<file path="config.mk">
export PLATFORM = sky130hd
export DESIGN_NAME = display_write_scheduler
export DESIGN_NICKNAME = d
export VERILOG_FILES = /design/src/rtl/display_write_scheduler.sv
export SDC_FILE = /design/constraint.sdc
export NUM_CORES = 1
export LEC_CHECK = 0
export CAP_MARGIN = 20
export CORE_UTILIZATION = 59
export DETAILED_ROUTE_END_ITERATION = 10
export PLACE_DENSITY_LB_ADDON = 0.3
export RECOVER_POWER = 25
export SLEW_MARGIN = 0
export SYNTH_ARGS = -nofsm -noshare
export SYNTH_HDL_FRONTEND = slang
export SYNTH_SLANG_ARGS = --single-unit
</file>
<file path="constraint.sdc">
create_clock -name clk -period 5 [get_ports clk]
set_input_delay 0.5 -clock clk [delete_from_list [all_inputs] [get_ports clk]]
set_output_delay 0.5 -clock clk [all_outputs]
set_load 0.01 [all_outputs]
</file>
<file path="src/rtl/display_write_scheduler.sv">
// display_write_scheduler
// Queues DISPLAY writes from the instruction dispatcher in a small FIFO and
// replays them into the single-port character buffer RAM. A screen-clear
// sequencer fills every valid cell with CLEAR_CHAR. The VGA scan reader owns
// the RAM port whenever vga_req is high; the scheduler then issues nothing
// and no state advances.
// Optional build macro: DISPLAY_WRITE_DROP_COUNT_EN adds a saturating
// drop_count output counting FIFO-full and out-of-range drops.
module display_write_scheduler #(
  parameter int         FIFO_DEPTH   = 8,
  parameter int         SCREEN_CHARS = 2400,
  parameter logic [6:0] CLEAR_CHAR   = 7'h20
) (
  input  logic        clk,
  input  logic        rst_n,
  input  logic        wr_en,
  input  logic [11:0] wr_position,
  input  logic [6:0]  wr_char,
  input  logic        clear_req,
  input  logic        vga_req,
  output logic        ram_we,
  output logic [11:0] ram_addr,
  output logic [6:0]  ram_data,
  output logic        fifo_full,
  output logic        busy,
  output logic        overflow
`ifdef DISPLAY_WRITE_DROP_COUNT_EN
  ,
  output logic [7:0]  drop_count
`endif
);

  localparam int          AW         = $clog2(FIFO_DEPTH);
  localparam logic [AW:0] DEPTH_C    = (AW + 1)'(FIFO_DEPTH);
  localparam logic [12:0] SCREEN_LIM = 13'(SCREEN_CHARS);
  localparam logic [11:0] LAST_ADDR  = 12'(SCREEN_CHARS - 1);

  typedef struct packed {
    logic [11:0] pos;
    logic [6:0]  chr;
  } entry_t;

  typedef enum logic {
    S_IDLE,
    S_CLEAR
  } state_t;

  state_t      r_state;
  state_t      w_next_state;

  entry_t      r_mem [FIFO_DEPTH];
  logic [AW:0] r_wptr;
  logic [AW:0] r_rptr;
  logic [AW:0] w_count;
  logic        w_empty;
  logic        w_full;
  entry_t      w_head;

  logic        r_clear_pending;
  logic [11:0] r_clear_addr;
  logic        r_overflow;

  logic        r_ram_we;
  logic [11:0] r_ram_addr;
  logic [6:0]  r_ram_data;

  logic        w_in_range;
  logic        w_push;
  logic        w_drop_full;
  logic        w_pop;
  logic        w_clear_wr;
  logic        w_clear_start;
  logic        w_clear_done;

  // Pointers carry one extra wrap bit so full and empty are distinguishable.
  assign w_count = r_wptr - r_rptr;
  assign w_empty = (w_count == '0);
  assign w_full  = (w_count == DEPTH_C);
  assign w_head  = r_mem[r_rptr[AW-1:0]];

  // Full is judged on the registered count only, so a pop in the same cycle
  // does not rescue a push made while full.
  assign w_in_range  = ({1'b0, wr_position} < SCREEN_LIM);
  assign w_push      = wr_en & w_in_range & ~w_full;
  assign w_drop_full = wr_en & w_in_range & w_full;

  assign fifo_full = w_full;
  assign busy      = ~w_empty | (r_state != S_IDLE) | r_clear_pending;
  assign overflow  = r_overflow;
  assign ram_we    = r_ram_we;
  assign ram_addr  = r_ram_addr;
  assign ram_data  = r_ram_data;

  // State register.
  always_ff @(posedge clk or negedge rst_n) begin
    // NOTE: sequential state uses non-blocking assignments so every register
    // samples the pre-edge values regardless of block ordering.
    if (!rst_n) r_state <= S_IDLE;
    else        r_state <= w_next_state;
  end

  // Next-state: a clear starts only once earlier writes have drained, and
  // nothing advances while the VGA reader holds the port.
  always_comb begin
    // NOTE: default first so no path leaves the signal unassigned (no latch).
    w_next_state = r_state;
    case (r_state)
      S_IDLE:  if (r_clear_pending && w_empty && !vga_req) w_next_state = S_CLEAR;
      S_CLEAR: if (!vga_req && (r_clear_addr == LAST_ADDR)) w_next_state = S_IDLE;
      default: w_next_state = S_IDLE;
    endcase
  end

  // Per-state actions: drain the FIFO in IDLE, emit clear writes in CLEAR.
  always_comb begin
    w_pop         = 1'b0;
    w_clear_wr    = 1'b0;
    w_clear_start = 1'b0;
    w_clear_done  = 1'b0;
    case (r_state)
      S_IDLE: begin
        w_clear_start = r_clear_pending & w_empty & ~vga_req;
        w_pop         = ~w_empty & ~vga_req;
      end
      S_CLEAR: begin
        w_clear_wr   = ~vga_req;
        w_clear_done = ~vga_req & (r_clear_addr == LAST_ADDR);
      end
      default: ;
    endcase
  end

  // FIFO storage.
  always_ff @(posedge clk) begin
    // NOTE: the entry array is not reset; validity is tracked by the
    // pointers, so reset only needs to clear them.
    if (w_push) r_mem[r_wptr[AW-1:0]] <= '{pos: wr_position, chr: wr_char};
  end

  // FIFO pointers; reset drops every queued entry.
  always_ff @(posedge clk or negedge rst_n) begin
    if (!rst_n) begin
      r_wptr <= '0;
      r_rptr <= '0;
    end else begin
      if (w_push) r_wptr <= r_wptr + 1'b1;
      if (w_pop)  r_rptr <= r_rptr + 1'b1;
    end
  end

  // Clear bookkeeping: a request is latched once and ignored until the
  // sequence in progress has written the last cell.
  always_ff @(posedge clk or negedge rst_n) begin
    if (!rst_n) begin
      r_clear_pending <= 1'b0;
      r_clear_addr    <= '0;
    end else begin
      if (w_clear_done)   r_clear_pending <= 1'b0;
      else if (clear_req) r_clear_pending <= 1'b1;

      if (w_clear_start)   r_clear_addr <= '0;
      else if (w_clear_wr) r_clear_addr <= r_clear_addr + 12'd1;
    end
  end

  // Sticky overflow flag for writes lost to a full FIFO.
  always_ff @(posedge clk or negedge rst_n) begin
    if (!rst_n) r_overflow <= 1'b0;
    else if (w_drop_full) r_overflow <= 1'b1;
  end

  // Registered RAM write port; address and data hold between writes.
  always_ff @(posedge clk or negedge rst_n) begin
    if (!rst_n) begin
      r_ram_we   <= 1'b0;
      r_ram_addr <= '0;
      r_ram_data <= '0;
    end else begin
      r_ram_we <= w_pop | w_clear_wr;
      if (w_pop) begin
        r_ram_addr <= w_head.pos;
        r_ram_data <= w_head.chr;
      end else if (w_clear_wr) begin
        r_ram_addr <= r_clear_addr;
        r_ram_data <= CLEAR_CHAR;
      end
    end
  end

`ifdef DISPLAY_WRITE_DROP_COUNT_EN
  logic [7:0] r_drop_count;
  logic       w_drop_any;

  assign w_drop_any = wr_en & (~w_in_range | w_full);
  assign drop_count = r_drop_count;

  // Saturating count of every dropped write, full or out of range.
  always_ff @(posedge clk or negedge rst_n) begin
    if (!rst_n) r_drop_count <= '0;
    else if (w_drop_any && (r_drop_count != 8'hFF)) r_drop_count <= r_drop_count + 8'd1;
  end
`endif

endmodule

</file>
==> run summary <==
worst r2r path cells = 7
Finished Cell Area = 9150 sq um
Syn Nets = 475
largest net degree at the start of global routing = 44
core outline area = 12,800 sq um
Initial Util = 61.4%
CTS tree = built
number of global-route vias before repair = 4,203
fin. max-slew vios = 0
clk sink count = 195
CP arrival = 3170 ps
Synth-to-Final Area Change = 16.6%
number of buffers added on ports = 46
Synth area leaders = edfxtp_1 58%, dfrtp_1 14%, mux4_2 11%
first-pass GRT wire length = 23.8 mm
Rows = 41
CP endpoint kind = output port
Max Root-Sink Buffers = 2
WL final = 15.3 mm
fin crit period = 3670 ps
Synth cell types = 46
share of cells above drive strength 1 = 18.6%
Crit. Startpoint = r_rptr[2]$_DFFE_PN0P_
Total GRT Usage = 25.0%
outcome = finished, final reports clean
reg2reg start = r_rptr[2]$_DFFE_PN0P_
wire length per cell = 22.2 um
Syn Std Cell Area = 7840 sq um
initial DRC count = 350
r2r endpoint = r_rptr[1]$_DFFE_PN0P_
Worst Skew = 10.2 ps
syn_area_per_cell = 17.6 sq um
grt total ovfl = 0
post-DP HPWL = 9.52 mm
Synth area leader = edfxtp_1
Die Wd = 117 um
number of vias per cell = 6.21
CP max FO = 15
commonest non-fill, non-tap cell in the layout = edfxtp_1
Synth Warn # = 0
Fin. Hold Viols = 0
Gate Count Post-Synth = 445
Final Cycle Share = 73.3%
HP Class = input pin to asynchronous set/reset pin
Final ANT Viol Nets = 0
Initial DRT Pass Iterations = 5
max-cap violation count = 0
WP data required = 4500 ps
insertion delay to the later sink of the worst-skew pair = 440 ps
H-tree levels = 4
Startpoint Class = register
FF+latch count, synth = 195
Leak = 3.23 nW
top cell type's share of synthesized area = 58.2%
GPL Wtd Cong = 0.834
Final #Nets = 532
maximum vdd drop = 0.000341 V
io pins = 47
headroom to the max-slew limit = 30.9%
CP Capture Point = fifo_full
number of antenna repair diodes = 0
Setup TNS = 0 ps
Worst Tran Pin Value = 1040 ps
initial antenna violation count = 0
critical path class = register to output port
Seq/Total Area, Yosys = 71.9%
Reg2Reg Setup Slack = 1640 ps
fmax = 0.273 GHz
Setup Fix Bufs, Post-CTS = 0
Die Span Y = 117 um
total CTS buffers = 17
PwrDens = 569 nW/um^2
commonest non-fill, non-tap cells in the layout = 152 x edfxtp_1, 42 x dfrtp_1, 38 x mux4_2
Remaining DRCs = 0
clock root cell = clkbuf_16
Die Area = 13,800 sq um
hold buffers post-CTS = 0
RSZ-0062 raised after global routing = no
Post-DP Area = 8520 sq um
share of the core filled with cells = 71.6%
Clk pin slew, worst setup/hold paths = 60 ps
Final setup viols = 0
via count = 4,269
post_cts resized = 0
==> metal layers <==
| metal | global-route usage (%) | part of all wire [%] | vias to the layer above |
|---|---|---|---|
| met4 | 10.8 | 2.3 | 0 |
| met5 | 0 | 0 | - |
| met3 | 6.02 | 6.2 | 31 |
| met2 | 39.6 | 50 | 185 |
| met1 | 33.5 | 42 | 2189 |
| li1 | - | - | 1864 |
==> cell usage after synthesis (all sizes together) <==
cell type	n
nand4	2
mux2	3
o31ai	11
a21boi	1
o21a	1
and3b	1
clkbuf	8
and2	2
o2bb2ai	6
buf	11
a21oi	14
nor4b	1
o211a	1
dfrtp	43
and4	2
or3	1
and3	17
nor2	15
o211ai	2
ha	6
mux2i	7
or2b	1
o2111a	2
inv	7
o21ai	13
nor4	6
xnor2	9
mux4	38
o22a	1
xor2	10
a21o	3
or2	2
nand2	37
nand3	5
nand2b	2
a211o	1
edfxtp	152
nand3b	1
==> cell families after synthesis <==
logic type                 after synthesis  synth area share [%]
DFF                                    195                  71.9
and+or+nand+nor                         95                  6.08
AOI/OAI and AO/OA                       56                  5.03
muxes                                   48                  12.2
buffers and inverters                   26                  1.66
xor gates and xnor gates                19                  2.12
adders and majority gates                6                 0.957
==> sequential cells by signal, indices dropped and copies added (netlist names) <==
name and cells:
overflow 1, r_mem 152, r_wptr 4, r_clear_addr 12, ram_we 1, ram_data 7, ram_addr 12, r_rptr 4
r_clear_pending 1, r_state 1
==> worst min path at each step <==
stage,end,slack (ps),cells past startpoint
global route,r_clear_addr[2]$_DFFE_PN0P_,300,1
floorplan,overflow$_DFFE_PN0P_,200,0
finish,r_clear_addr[2]$_DFFE_PN0P_,220,1
global placement,ram_data[3]$_DFFE_PN0P_,480,1
CTS,r_clear_addr[5]$_DFFE_PN0P_,260,1
detailed placement,ram_data[1]$_DFFE_PN0P_,480,1
==> cell type report <==
type	count	area, sq um
Clock inverter	13	196
Sequential cell	195	5640
Multi-Input combinational cell	224	2100
Timing Repair Buffer	57	538
Clock buffer	19	433
Tap cell	172	215
Inverter	7	26.3
Fill cell	762	3630
==> stage by stage <==
stage	setup WS [ps]	total power [mW]	cells	hold WS, ps
3_5_place_dp	1490	3.82	655	477
2_1_floorplan	809	3.27	445	204
4_1_cts	1330	5.24	687	256
6_report	1330	5.20	687	223
3_3_place_gp	1600	3.76	655	479
5_1_grt	1230	5.45	687	302
==> where the power goes <==
group          internal (mW)  switching [mW]  total, mW
Combinational          0.755           0.856       1.61
Sequential              2.01           0.164       2.18
Clock                  0.808           0.607       1.42
Total                   3.58            1.63       5.20
==> worst max-delay path, stage by stage, from the launching register on <==
cell and delay (ps):
dfrtp_1 720, inv_1 130, ha_1 350, a21oi_1 200, a21oi_1 130, or2_2 370
nor2_1 240, clkdlybuf4s50_1 590
No activity file was read; power rests on OpenSTA's default activity.
